## config.mk

```make
export PLATFORM = sky130hd
export DESIGN_NAME = sn_window_decoder_flat
export DESIGN_NICKNAME = d
export VERILOG_FILES = /design/src/rtl/sn_window_decoder_if.sv /design/src/rtl/sn_window_decoder.sv /design/src/flat_wrapper.sv
export SDC_FILE = /design/constraint.sdc
export NUM_CORES = 1
export LEC_CHECK = 0
export ABC_AREA = 1
export BUFFER_PORTS_ARGS = -buffer_cell sky130_fd_sc_hd__buf_2
export CORE_ASPECT_RATIO = 0.7
export CORE_UTILIZATION = 55
export CTS_CLUSTER_SIZE = 12
export DETAILED_ROUTE_END_ITERATION = 6
export PLACE_DENSITY = 0.78
export SLEW_MARGIN = 40
export SYNTH_ARGS = -nofsm -noshare
export SYNTH_HDL_FRONTEND = slang
export SYNTH_SLANG_ARGS = --single-unit
export TNS_END_PERCENT = 5
```

## constraint.sdc

```tcl
create_clock -name clk -period 6.1 [get_ports clk]
set_input_delay 0.61 -clock clk [delete_from_list [all_inputs] [get_ports clk]]
set_output_delay 0.61 -clock clk [all_outputs]
set_load 0.01 [all_outputs]
```

## src/rtl/sn_window_decoder_if.sv

```systemverilog
`default_nettype none
// ============================================================================
//  Module      : sn_window_decoder_if
//  Description : Stream-in / result-out bundle of the stochastic window decoder.
//                master = decoder side (consumes bits, sources results),
//                slave  = environment side (sources bits, consumes results).
//  Revision    : 1.0  initial release
// ============================================================================
interface sn_window_decoder_if;
    logic       sn_bit;
    logic       sn_valid;
    logic       out_ready;
    logic       out_valid;
    logic [6:0] ones_out;
    logic [7:0] bipolar_out;
    logic [1:0] win_out;

    modport master (
        input  sn_bit,
        input  sn_valid,
        input  out_ready,
        output out_valid,
        output ones_out,
        output bipolar_out,
        output win_out
    );

    modport slave (
        output sn_bit,
        output sn_valid,
        output out_ready,
        input  out_valid,
        input  ones_out,
        input  bipolar_out,
        input  win_out
    );
endinterface
`default_nettype wire

```

## src/rtl/sn_window_decoder.sv

```systemverilog
`default_nettype none
// ============================================================================
//  Module      : sn_window_decoder
//  Description : Converts a serial bipolar stochastic bit stream into a ones
//                count and a signed bipolar value (2*ones - N) over a run-time
//                selectable window of 8/16/32/64 valid bits. Results sit in a
//                valid/ready output register with sticky overrun detection.
//  Revision    : 1.0  initial release
// ============================================================================
module sn_window_decoder (
    input  wire logic               clk,
    input  wire logic               rst_n,
    input  wire logic               clr,
    input  wire logic               en,
    input  wire logic [1:0]         win_sel,
    sn_window_decoder_if.master     bus,
    output logic                    overrun,
    output logic                    busy
);

    typedef enum logic [0:0] {
        IDLE  = 1'b0,
        ACCUM = 1'b1
    } state_t;

    state_t     r_state;
    logic [1:0] r_win_q;
    logic [5:0] r_bit_cnt;
    logic [6:0] r_ones_cnt;
    logic       r_out_valid;
    logic [6:0] r_ones_out;
    logic [7:0] r_bipolar_out;
    logic [1:0] r_win_out;
    logic       r_overrun;
    logic       r_busy;

    logic [5:0] w_last_idx;
    logic       w_final;
    logic [6:0] w_ones_final;
    logic [7:0] w_win_len;
    logic [7:0] w_bipolar;
    logic       w_xfer;

    // Index of the last bit in the latched window (N-1) and the window length N
    always_comb begin
        w_last_idx = 6'd7;
        w_win_len  = 8'd8;
        case (r_win_q)
            2'd0: begin w_last_idx = 6'd7;  w_win_len = 8'd8;  end
            2'd1: begin w_last_idx = 6'd15; w_win_len = 8'd16; end
            2'd2: begin w_last_idx = 6'd31; w_win_len = 8'd32; end
            2'd3: begin w_last_idx = 6'd63; w_win_len = 8'd64; end
            default: begin w_last_idx = 6'd7; w_win_len = 8'd8; end
        endcase
    end

    // Final-bit detection and the result that loads on that edge
    always_comb begin
        w_final      = (r_state == ACCUM) && bus.sn_valid && (r_bit_cnt == w_last_idx);
        w_ones_final = r_ones_cnt + {6'd0, bus.sn_bit};
        w_bipolar    = {w_ones_final, 1'b0} - w_win_len;
        w_xfer       = r_out_valid && bus.out_ready;
    end

    // Window FSM, counters and the handshaked result register
    always_ff @(posedge clk or negedge rst_n) begin
        if (!rst_n) begin
            r_state       <= IDLE;
            r_win_q       <= 2'd0;
            r_bit_cnt     <= 6'd0;
            r_ones_cnt    <= 7'd0;
            r_out_valid   <= 1'b0;
            r_ones_out    <= 7'd0;
            r_bipolar_out <= 8'd0;
            r_win_out     <= 2'd0;
            r_overrun     <= 1'b0;
            r_busy        <= 1'b0;
        end else if (clr) begin
            r_state       <= IDLE;
            r_win_q       <= 2'd0;
            r_bit_cnt     <= 6'd0;
            r_ones_cnt    <= 7'd0;
            r_out_valid   <= 1'b0;
            r_ones_out    <= 7'd0;
            r_bipolar_out <= 8'd0;
            r_win_out     <= 2'd0;
            r_overrun     <= 1'b0;
            r_busy        <= 1'b0;
        end else begin
            // A transfer drops valid; a same-edge completion below re-asserts it
            if (w_xfer) begin
                r_out_valid <= 1'b0;
            end

            case (r_state)
                IDLE: begin
                    if (en) begin
                        r_win_q    <= win_sel;
                        r_bit_cnt  <= 6'd0;
                        r_ones_cnt <= 7'd0;
                        r_state    <= ACCUM;
                        r_busy     <= 1'b1;
                    end
                end

                ACCUM: begin
                    if (w_final) begin
                        r_ones_out    <= w_ones_final;
                        r_bipolar_out <= w_bipolar;
                        r_win_out     <= r_win_q;
                        r_out_valid   <= 1'b1;
                        // Overwriting a result nobody has taken is sticky
                        if (r_out_valid && !bus.out_ready) begin
                            r_overrun <= 1'b1;
                        end
                        r_bit_cnt  <= 6'd0;
                        r_ones_cnt <= 7'd0;
                        if (en) begin
                            r_win_q <= win_sel;
                        end else begin
                            r_state <= IDLE;
                            r_busy  <= 1'b0;
                        end
                    end else if (bus.sn_valid) begin
                        r_bit_cnt  <= r_bit_cnt + 6'd1;
                        r_ones_cnt <= w_ones_final;
                    end
                end

                default: begin
                    r_state <= IDLE;
                    r_busy  <= 1'b0;
                end
            endcase
        end
    end

    assign bus.out_valid   = r_out_valid;
    assign bus.ones_out    = r_ones_out;
    assign bus.bipolar_out = r_bipolar_out;
    assign bus.win_out     = r_win_out;
    assign overrun         = r_overrun;
    assign busy            = r_busy;

endmodule
`default_nettype wire

```

## src/flat_wrapper.sv

```systemverilog
// flat-port wrapper written by rule: the top's interface ports become plain ports
module sn_window_decoder_flat 
  (clk, rst_n, clr, en, win_sel, overrun, busy, bus_sn_bit, bus_sn_valid, bus_out_ready, bus_out_valid, bus_ones_out, bus_bipolar_out, bus_win_out);
  sn_window_decoder_if bus_i ();
  input  wire logic clk;
  input  wire logic rst_n;
  input  wire logic clr;
  input  wire logic en;
  input  wire logic [1:0] win_sel;
  output logic overrun;
  output logic busy;
  input wire logic [$bits(bus_i.sn_bit)-1:0] bus_sn_bit;
  input wire logic [$bits(bus_i.sn_valid)-1:0] bus_sn_valid;
  input wire logic [$bits(bus_i.out_ready)-1:0] bus_out_ready;
  output wire logic [$bits(bus_i.out_valid)-1:0] bus_out_valid;
  output wire logic [$bits(bus_i.ones_out)-1:0] bus_ones_out;
  output wire logic [$bits(bus_i.bipolar_out)-1:0] bus_bipolar_out;
  output wire logic [$bits(bus_i.win_out)-1:0] bus_win_out;
  assign bus_i.sn_bit = bus_sn_bit;
  assign bus_i.sn_valid = bus_sn_valid;
  assign bus_i.out_ready = bus_out_ready;
  assign bus_out_valid = bus_i.out_valid;
  assign bus_ones_out = bus_i.ones_out;
  assign bus_bipolar_out = bus_i.bipolar_out;
  assign bus_win_out = bus_i.win_out;
  sn_window_decoder u_core (.clk(clk), .rst_n(rst_n), .clr(clr), .en(en), .win_sel(win_sel), .bus(bus_i), .overrun(overrun), .busy(busy));
endmodule
```

==> flow_summary.ini, run 1 <==
[status]
violations = design-rule violations
outcome = finished with violations

[sta]
max_freq_mhz = 427
clock_skew_ns = 0.00854
finalSetupViolations = 0
rsz0062_at_grt = false
setup_slack_ns = 3.76
tightest_slew_ns = 0.724
period_share = 0.384
fin_crit_ns = 2.34
final.setup.tns_ns = 0
slew_headroom = 0.517
finalHoldViolations = 0
slew_viol_final = 0

[power]
total_power_mw = 0.488
ir_worst_vdd_uv = 168
seq_power_share = 0.466
power_frac_comb = 0.090
powerDensity_nw_per_um2 = 237
leakage_nw = 1.17
p_sw_mw = 0.119
swShare = 0.244
p_int_mw = 0.369
clock_power_share = 0.444

[run]
maxCapViolCount = 0

[detailed_routing]
drc = 4
wl_mm = 3.63
viasPerCell = 5.20
final_antenna_net_count = 0
route.vias.total = 1565
first_pass_iters = 7
first_iter_violations = 120
wl_per_cell_um = 12.1

[place]
io_buffers = 27
place_congestion = 0.817
hpwlAfterDp_mm = 2.56
pre_cts_ws_ns = 3.47

[setup_path]
start_kind = input port
critPathMaxFanout = 4
arrival_ns = 2.53
critPathKind = input port to register
cp-end-kind = register
required_ns = 6.29

[logic_synthesis]
synth_area_leaders = dfrtp_1 45%, nand2_1 20%, ha_1 4.7%
syn-num-nets = 255
synth_top_area_frac = 0.448
synthArstFlopShare = 1.00
synth_area_leader_cell = dfrtp_1
synth_flop_cell = dfrtp_1
ys_seq_elements = 33
syn-instance-count = 238
synth_edf_count = 0
syn_area_um2 = 1840
ys_types = 27
synth_area_per_cell_um2 = 7.75
synth_warnings = 0
ys_seq_area_frac = 0.448

[floorplan]
fp.dieArea_um2 = 3590
fp.dieW_um = 71.2
initial_core_util = 0.582
die_h_um = 50.5
core_um2 = 3170
ios = 29
rows = 17

[grt]
grt_max_degree = 34
antenna_found_initial = 0
track_usage = 0.238
grt_pass1_vias = 1425
grt_remaining_overflow = 0
grt_pass1_wl_mm = 6.31

[clock_network]
cts_buffers = 5
cts_tree = done
htreeDepth = 2
cts_hold_buf = 0
cts_root_buf = clkbuf_8
post-cts-setup-buffer-count = 0
clockBufferDepth = 2
cts_resized = 0
clock-sinks = 33
worstSkewPairLatency_ns = 0.30
path_clk_slew_ns = 0.07

[worst_hold_path]
min_path_type = input port to asynchronous set/reset pin

[finish]
drive_gt1_frac = 0.167
final_core_util = 0.650
diodes = 0
synthToLayoutAreaGrowth_pct = 11.7
final_nets = 279
cell families after synthesis:
family	Yosys count	synth area share
AO/OA/AOI/OAI	18	0.0495
XOR/XNOR	5	0.0237
adder cells (fa/ha/maj)	8	0.0583
buffers and inverters	34	0.0943
flip-flops	33	0.448
other	1	0.00203
AND/OR/NAND/NOR	139	0.324
layer usage:
layer | track usage | vias up | share of wire
met2 | 0.379 | 45 | 0.44
met1 | 0.300 | 727 | 0.47
li1 | - | 786 | -
met4 | 0.143 | 0 | 0.019
met3 | 0.0502 | 7 | 0.067
met5 | 0 | - | 0
worst paths after layout:
path                                            from                        end  slack (ns)  depth (start not counted)
max reg2reg                     u_core.r_ones_cnt[0]  u_core.bus.bipolar_out[7]        3.79                         13
max in group asynchronous                      rst_n                u_core.busy        5.27                          1
min reg2reg                u_core.bus.bipolar_out[5]  u_core.bus.bipolar_out[5]        0.47                          2
min                                            rst_n       u_core.r_ones_cnt[4]        0.36                          1
max                                       bus_sn_bit  u_core.bus.bipolar_out[7]        3.76                         14
min in group clk           u_core.bus.bipolar_out[5]  u_core.bus.bipolar_out[5]        0.47                          2
through the flow:
stage | hold slack, ns | area (um2) | instances
floorplan | 0.314 | 1840 | 238
global placement | 0.451 | 1940 | 293
detailed placement | 0.457 | 1940 | 293
CTS | 0.393 | 2060 | 301
global route | 0.432 | 2060 | 301
finish | 0.365 | 2060 | 301
cells in the mapped netlist (2+ instances only):
master / number
o21ai_1: 3
nor2_4: 2
buf_4: 4
nand3_1: 12
o21ai_0: 6
dfrtp_1: 33
buf_6: 4
nor2_2: 2
inv_1: 21
nor2_1: 14
nand2_1: 99
inv_2: 2
xor2_1: 5
nand4_1: 5
ha_1: 7
a21oi_1: 8
worst max-delay path, cell delays in order:
cell,delay (ns)
buf_2,0.10
ha_1,0.21
ha_1,0.24
xor2_1,0.18
inv_1,0.07
ha_1,0.13
inv_1,0.06
fa_1,0.40
a21oi_1,0.16
nor2_1,0.07
nor2_1,0.09
nand3_1,0.07
nand3_1,0.10
nand2_1,0.06
flip-flops by register name, indices dropped and copies added (netlist names):
signal / count
u_core.bus.bipolar_out: 5
u_core.r_ones_cnt: 7
u_core.r_bit_cnt: 6
u_core.r_state: 1
u_core.overrun: 1
u_core.bus.win_out: 2
u_core.busy: 1
u_core.bus.ones_out: 7
u_core.r_win_q: 2
u_core.bus.out_valid: 1
cell usage in the layout (no fill, tap or decap), drive strengths merged:
| cell | Yosys | layout |
|---|---|---|
| clkbuf | 1 | 7 |
| a21oi | 8 | 8 |
| or2 | 1 | 1 |
| nand4 | 5 | 5 |
| nand3b | 1 | 1 |
| clkinv | 1 | 1 |
| conb | 1 | 1 |
| o22ai | 1 | 1 |
| bufinv | 0 | 1 |
| dfrtp | 33 | 33 |
| o21ai | 9 | 9 |
| buf | 9 | 27 |
| nand2 | 100 | 100 |
| fa | 1 | 1 |
| inv | 23 | 23 |
| nand3 | 14 | 14 |
| ha | 7 | 7 |
| nor2 | 18 | 18 |
| xor2 | 5 | 5 |
power groups by stage:
stage          logic, mW  registers, mW  clock network [mW]
6_report          0.0442          0.227               0.217
3_3_place_gp      0.0438          0.231                   0
4_1_cts           0.0444          0.227               0.219
2_1_floorplan     0.0345          0.230                   0
3_5_place_dp      0.0442          0.231                   0
5_1_grt           0.0514          0.228               0.226
layout make-up:
| type | count | area (um2) |
|---|---|---|
| Multi-Input combinational cell | 171 | 845 |
| Inverter | 24 | 90.1 |
| Fill cell | 281 | 1110 |
| Clock buffer | 7 | 86.3 |
| Sequential cell | 33 | 826 |
| Clock inverter | 1 | 30.0 |
| Tap cell | 38 | 47.5 |
| Timing Repair Buffer | 27 | 135 |
Power figures use the tool's default switching activity.
==> run 2, diff against run 1 <==
Settings changed: CORE_UTILIZATION 55 to 50, PLACE_DENSITY 0.78 to 0.75.
Clock period 6.1 ns to 2.15 ns, I/O delays scaled along.
==> run 2 against run 1 <==
  * The flow now finishes without violations
  * Critical path type is now register to register
  * Sequential share of layout area is 2.7 points lower
  * Highest routed layer unchanged
  * Hold slack worse by 0.21 ns
  * Global-route usage down 2.3 points
==> flow_summary.ini, run 2 (same netlist as run 1, synthesis figures left out) <==
[power]
clock_power_share = 0.470
p_int_mw = 1.15
seq_power_share = 0.431
power_frac_comb = 0.099
leakage_nw = 1.22
powerDensity_nw_per_um2 = 678
p_sw_mw = 0.351
swShare = 0.234
ir_worst_vdd_uv = 710

[floorplan]
fp.dieW_um = 74.6
fp.dieArea_um2 = 3940
die_h_um = 52.8
rows = 18
ios = 29
core_um2 = 3510
initial_core_util = 0.525

[place]
pre_cts_ws_ns = -0.0466
place_congestion = 0.848
hpwlAfterDp_mm = 2.59
io_buffers = 27

[sta]
rsz0062_at_grt = true
fin_crit_ns = 2.07
finalSetupViolations = 0
clock_skew_ns = 0.00609
setup_slack_ns = 0.0780
slew_viol_final = 0
max_freq_mhz = 483
final.setup.tns_ns = 0
finalHoldViolations = 0
period_share = 0.964

[finish]
fillers = 344
drive_gt1_frac = 0.211
layout_common_cells = 99 x nand2_1, 33 x dfrtp_1, 27 x buf_2
diodes = 0
layout_commonest_cell = nand2_1
synthToLayoutAreaGrowth_pct = 19.9
final_nets = 286

[clock_network]
path_clk_slew_ns = 0.07
htreeDepth = 2
cts_root_buf = clkbuf_8
clockBufferDepth = 2
clock-sinks = 33
worstSkewPairLatency_ns = 0.29
cts_tree = done
cts_buffers = 5

[grt]
busiest_layer = met2
grt_max_degree = 34
grt_pass1_wl_mm = 6.04
grt_pass1_vias = 1344
antenna_found_initial = 0
track_usage = 0.215
use_met1 = 0.291
grt_remaining_overflow = 0
grt_use_met3 = 0.0577
grt_use_met2 = 0.329

[setup_path]
start_kind = register
crit_chain = ha_4 > ha_4 > xor2_1 > inv_1 > ha_1 > inv_2 > fa_2 > a21oi_2 > nor2_1 > nor2_1 > nand3_1 > nand3_1 > nand2_1
max_stage_delay_ns = 0.41
required_ns = 2.34
critPathMaxFanout = 3
arrival_ns = 2.26
cp-end-kind = register
crit_slowest_cell = dfrtp_1
critPathKind = register to register

[detailed_routing]
final_antenna_net_count = 0
first_iter_violations = 60
first_pass_iters = 4
viasPerCell = 4.81
drc = 0
wl_per_cell_um = 11.5
wl_mm = 3.68
route.vias.total = 1538

[worst_hold_path]
min_path_type = input port to register

[status]
outcome = completed

[run]
maxCapViolCount = 0
[run 2: cell count changes in the layout (fill, tap and decap cells not counted), sizes merged]
cell         previous run  this run
dlygate4sd3             0         1
clkbuf                  7         5
buf                    27        33
clkinv                  1         2
bufinv                  1         2
[run 2: final timing paths]
| path | to | cells after the start | from | slack [ns] |
|---|---|---|---|---|
| setup / recovery | u_core.bus.bipolar_out[7] | 13 | u_core.r_ones_cnt[0] | 0.08 |
| hold / removal | u_core.r_win_q[1] | 3 | win_sel[1] | 0.15 |
| setup reg to reg | u_core.bus.bipolar_out[7] | 13 | u_core.r_ones_cnt[0] | 0.08 |
| hold reg to reg | u_core.bus.ones_out[3] | 2 | u_core.bus.ones_out[3] | 0.47 |
| max in group asynchronous | u_core.bus.win_out[0] | 3 | rst_n | 1.34 |
| min in group asynchronous | u_core.r_ones_cnt[4] | 2 | rst_n | 0.38 |
[run 2: metal layers]
metal,wire length [um],part of all wire
met1,1870,0.51
met2,1620,0.44
met3,149,0.041
met4,46,0.013
met5,0,0
[run 2: stage by stage]
stage          cell area (um2)  instances  utilization  total power [mW]  hold WS (ns)
5_1_grt                   2210        320        0.629              1.56         0.168
3_5_place_dp              2000        310        0.568             0.790         0.318
4_1_cts                   2140        319        0.610              1.50         0.152
6_report                  2210        320        0.629              1.50         0.154
2_1_floorplan             1840        238            -             0.751       -0.0806
3_3_place_gp              2000        310        0.568             0.786         0.315
[run 2: power by group through the flow]
stage | Combinational (mW) | Clock (mW) | Sequential [mW]
floorplan | 0.0979 | 0 | 0.653
global placement | 0.129 | 0 | 0.656
detailed placement | 0.133 | 0 | 0.656
CTS | 0.136 | 0.717 | 0.645
global route | 0.172 | 0.738 | 0.648
finish | 0.149 | 0.704 | 0.646
[run 2: layout make-up]
| cell class | instances | area, um2 | area share |
|---|---|---|---|
| sequential | 33 | 826 | 0.374 |
| timing repair buffer | 34 | 210 | 0.0951 |
| multi-input combinational | 171 | 888 | 0.402 |
| clock inverter | 3 | 65.1 | 0.0294 |
| tap | 50 | 62.6 | 0.0283 |
| inverter | 24 | 90.1 | 0.0407 |
| clock buffer | 5 | 68.8 | 0.0311 |
[run 2: repair_timing]
action | in CTS | in global routing
setup buffers | 0 | 0
endpoints found under the hold margin | 8 | 0
hold buffers | 1 | 0
resized for setup | 2 | 6
endpoints found under the setup margin | 1 | 2
[run 2: critical path, delay by kind of cell, from the launching register on]
family                     cells  cell delay [ns]
AOI/OAI and AO/OA              1             0.14
adders and majority gates      4             0.83
DFF                            1             0.41
xor gates and xnor gates       1             0.15
and+or+nand+nor                5             0.35
buffers and inverters          2             0.10
==> run 3, diff against run 2 <==
Settings changed: ABC_AREA 1 to unset.
==> run 3 against run 2 <==
  * The run now ends with negative hold slack left
  * Combinational power is 8% lower
  * Setup slack improved by 0.035 ns
  * Count of clock-buffer cells in the layout up 2
  * Fmax rose by 1.7%
  * Largest cell class unchanged
  * Clock skew down 0.0012 ns
  * Synthesized area shrank 0.95%
==> flow_summary.ini, run 3 <==
[status]
outcome = finished with violations
violations = negative hold slack

[floorplan]
ios = 29
fp.dieW_um = 74.2
core_um2 = 3320
initial_core_util = 0.551
rows = 17
fp.dieArea_um2 = 3900
die_h_um = 52.6

[grt]
grt_pass1_wl_mm = 6.39
antenna_found_initial = 0
grt_max_degree = 34
grt_pass1_vias = 1392
grt_remaining_overflow = 0
track_usage = 0.225

[place]
placed_cell_area_um2 = 1980
place_congestion = 0.802
hpwlAfterDp_mm = 2.75
io_buffers = 27

[finish]
final_core_util = 0.656
multiInputGateArea_um2 = 962
diodes = 0
seq_area_um2 = 827
layout_commonest_cell = nand2_1
finalInstanceArea_um2 = 2180
drive_gt1_frac = 0.290
final_nets = 240
synthToLayoutAreaGrowth_pct = 19.2
fillers = 280
layout_common_cells = 34 x nand2_1, 32 x dfrtp_1, 27 x buf_2

[sta]
slew_headroom = 0.510
finalSetupViolations = 0
rsz0062_at_grt = false
fin_crit_ns = 2.04
finalHoldViolations = 33
max_freq_mhz = 491
whs_ns = -0.0132
period_share = 0.948
tightest_slew_ns = 0.736
clock_skew_ns = 0.00491
slew_viol_final = 0

[logic_synthesis]
synthMuxAreaShare = 0
synth_edf_count = 0
synth-compound-area-share = 0.160
netlist_top_cells_count = 34 x nand2_1, 33 x dfrtp_1, 16 x nor2_1
synth_warnings = 0
syn-instance-count = 192
synth-simple-area-share = 0.225
ys_types = 42
synth_top_family_by_area = simple AND/OR/NAND/NOR gates
ys_seq_elements = 33
synth_flop_cell = dfrtp_1
synth_area_leaders = dfrtp_1 45%, nand2_1 7.0%, ha_1 4.8%
syn-num-nets = 209
synth_area_per_cell_um2 = 9.51
ys_seq_area_frac = 0.452
synth_top_area_frac = 0.452
synth-xor-area-share = 0.0432
syn_area_um2 = 1830
synth.most_common_cell = nand2_1
synth_area_leader_cell = dfrtp_1
synth_fa_ha_area_frac = 0.0589
synthArstFlopShare = 1.00

[setup_path]
cp-end-kind = register
r2r-end = u_core.bus.bipolar_out[6]
arrival_ns = 2.24
required_ns = 2.36
reg2regPathDepth = 10
start_kind = register
r2r-start = u_core.r_ones_cnt[0]
critPathMaxFanout = 3
r2r_slack_ns = 0.11
critPathKind = register to register

[clock_network]
clock-sinks = 33
htreeDepth = 2
cts_root_buf = clkbuf_8
worstSkewPairLatency_ns = 0.29
path_clk_slew_ns = 0.07
cts_tree = done
clockBufferDepth = 2
cts_hold_buf = 0
cts_buffers = 5

[detailed_routing]
viasPerCell = 5.46
wl_mm = 3.86
final_antenna_net_count = 0
first_iter_violations = 84
drc = 0
first_pass_iters = 4
wl_per_cell_um = 14.2
route.vias.total = 1481

[power]
ir_worst_vdd_uv = 397
powerDensity_nw_per_um2 = 637
leakage_nw = 0.991

[worst_hold_path]
min_path_type = input port to asynchronous set/reset pin

[run]
maxCapViolCount = 0
-- run 3: cell types whose count changed after synthesis, moves of 3 or more --
| cell | previous run | this run |
|---|---|---|
| nand2_1 | 99 | 34 |
| inv_1 | 21 | 3 |
| o21ai_0 | 6 | 14 |
| nand2b_1 | 0 | 7 |
| nand3_1 | 12 | 5 |
| a211oi_1 | 0 | 6 |
| xnor2_1 | 0 | 6 |
| nand4_1 | 5 | 1 |
| nor3_1 | 0 | 4 |
| a21oi_1 | 8 | 11 |
| nor2b_1 | 0 | 3 |
| o21ai_1 | 3 | 0 |
-- run 3: cell type report --
type,instances,share of cell area
multi-input cells,144,0.442
flip-flops and latches,33,0.380
repair buffers,36,0.0930
clock buffers,7,0.0396
well taps,47,0.0270
clock inverters,1,0.0138
inverters,3,0.00517
-- run 3: critical path, cell delays in order, from the launching register on --
cell and delay, ns:
dfrtp_1 0.35, ha_2 0.21, ha_4 0.15, buf_4 0.12, nand3_2 0.12, xnor2_2 0.18, ha_1 0.35, o21ai_0 0.09
nand2b_1 0.09, xnor2_1 0.13, o31ai_2 0.16
-- run 3: cells by family (layout without fill, tap and decap cells) --
family,Yosys count,after routing
compound gates,44,44
fa+ha+maj,8,8
buf+inv,15,47
other cells,1,1
flops,33,33
xor+xnor,9,9
simple gates,82,82
-- run 3: per-layer routing --
layer | GRT usage | up-vias | wire (um)
met1 | 0.296 | 717 | 1870
met2 | 0.358 | 32 | 1770
met4 | 0.0660 | 0 | 51
met5 | 0 | - | 0
met3 | 0.0692 | 6 | 162
li1 | - | 726 | -
-- run 3: power by group --
part           internal [mW]  total (mW)  switching (mW)
clock network          0.378       0.603           0.225
logic                 0.0537       0.137          0.0835
registers              0.632       0.648          0.0159
total                   1.06        1.39           0.324
-- run 3: worst max path at each step --
stage	from	end	slack, ns	cells past startpoint
2_1_floorplan	u_core.r_ones_cnt[0]	u_core.bus.bipolar_out[7]	0.09	10
3_3_place_gp	u_core.r_ones_cnt[0]	u_core.bus.bipolar_out[7]	0.01	10
3_5_place_dp	u_core.r_ones_cnt[0]	u_core.bus.bipolar_out[7]	-0.1	10
4_1_cts	u_core.r_ones_cnt[0]	u_core.bus.bipolar_out[6]	0.01	10
5_1_grt	u_core.r_ones_cnt[0]	u_core.bus.bipolar_out[6]	0.01	10
6_report	u_core.r_ones_cnt[0]	u_core.bus.bipolar_out[6]	0.11	10
-- run 3: per-stage QoR --
| stage | total power, mW | TNS (ns) | setup WS [ns] | std cells | hold WS, ns |
|---|---|---|---|---|---|
| 6_report | 1.39 | 0 | 0.113 | 271 | -0.0132 |
| 5_1_grt | 1.44 | 0 | 0.0118 | 271 | 0.0402 |
| 4_1_cts | 1.39 | 0 | 0.0138 | 271 | 0.0190 |
| 3_3_place_gp | 0.785 | 0 | 0.0144 | 262 | 0.312 |
| 3_5_place_dp | 0.791 | -0.107 | -0.0982 | 262 | 0.330 |
| 2_1_floorplan | 0.749 | 0 | 0.0913 | 192 | -0.0806 |
-- run 3: what timing repair did --
| item | in CTS | in global routing |
|---|---|---|
| endpoints found under the setup margin | 2 | 7 |
| resized for setup | 4 | 12 |
| pin swaps | 2 | 1 |
| setup buffers | 1 | 0 |
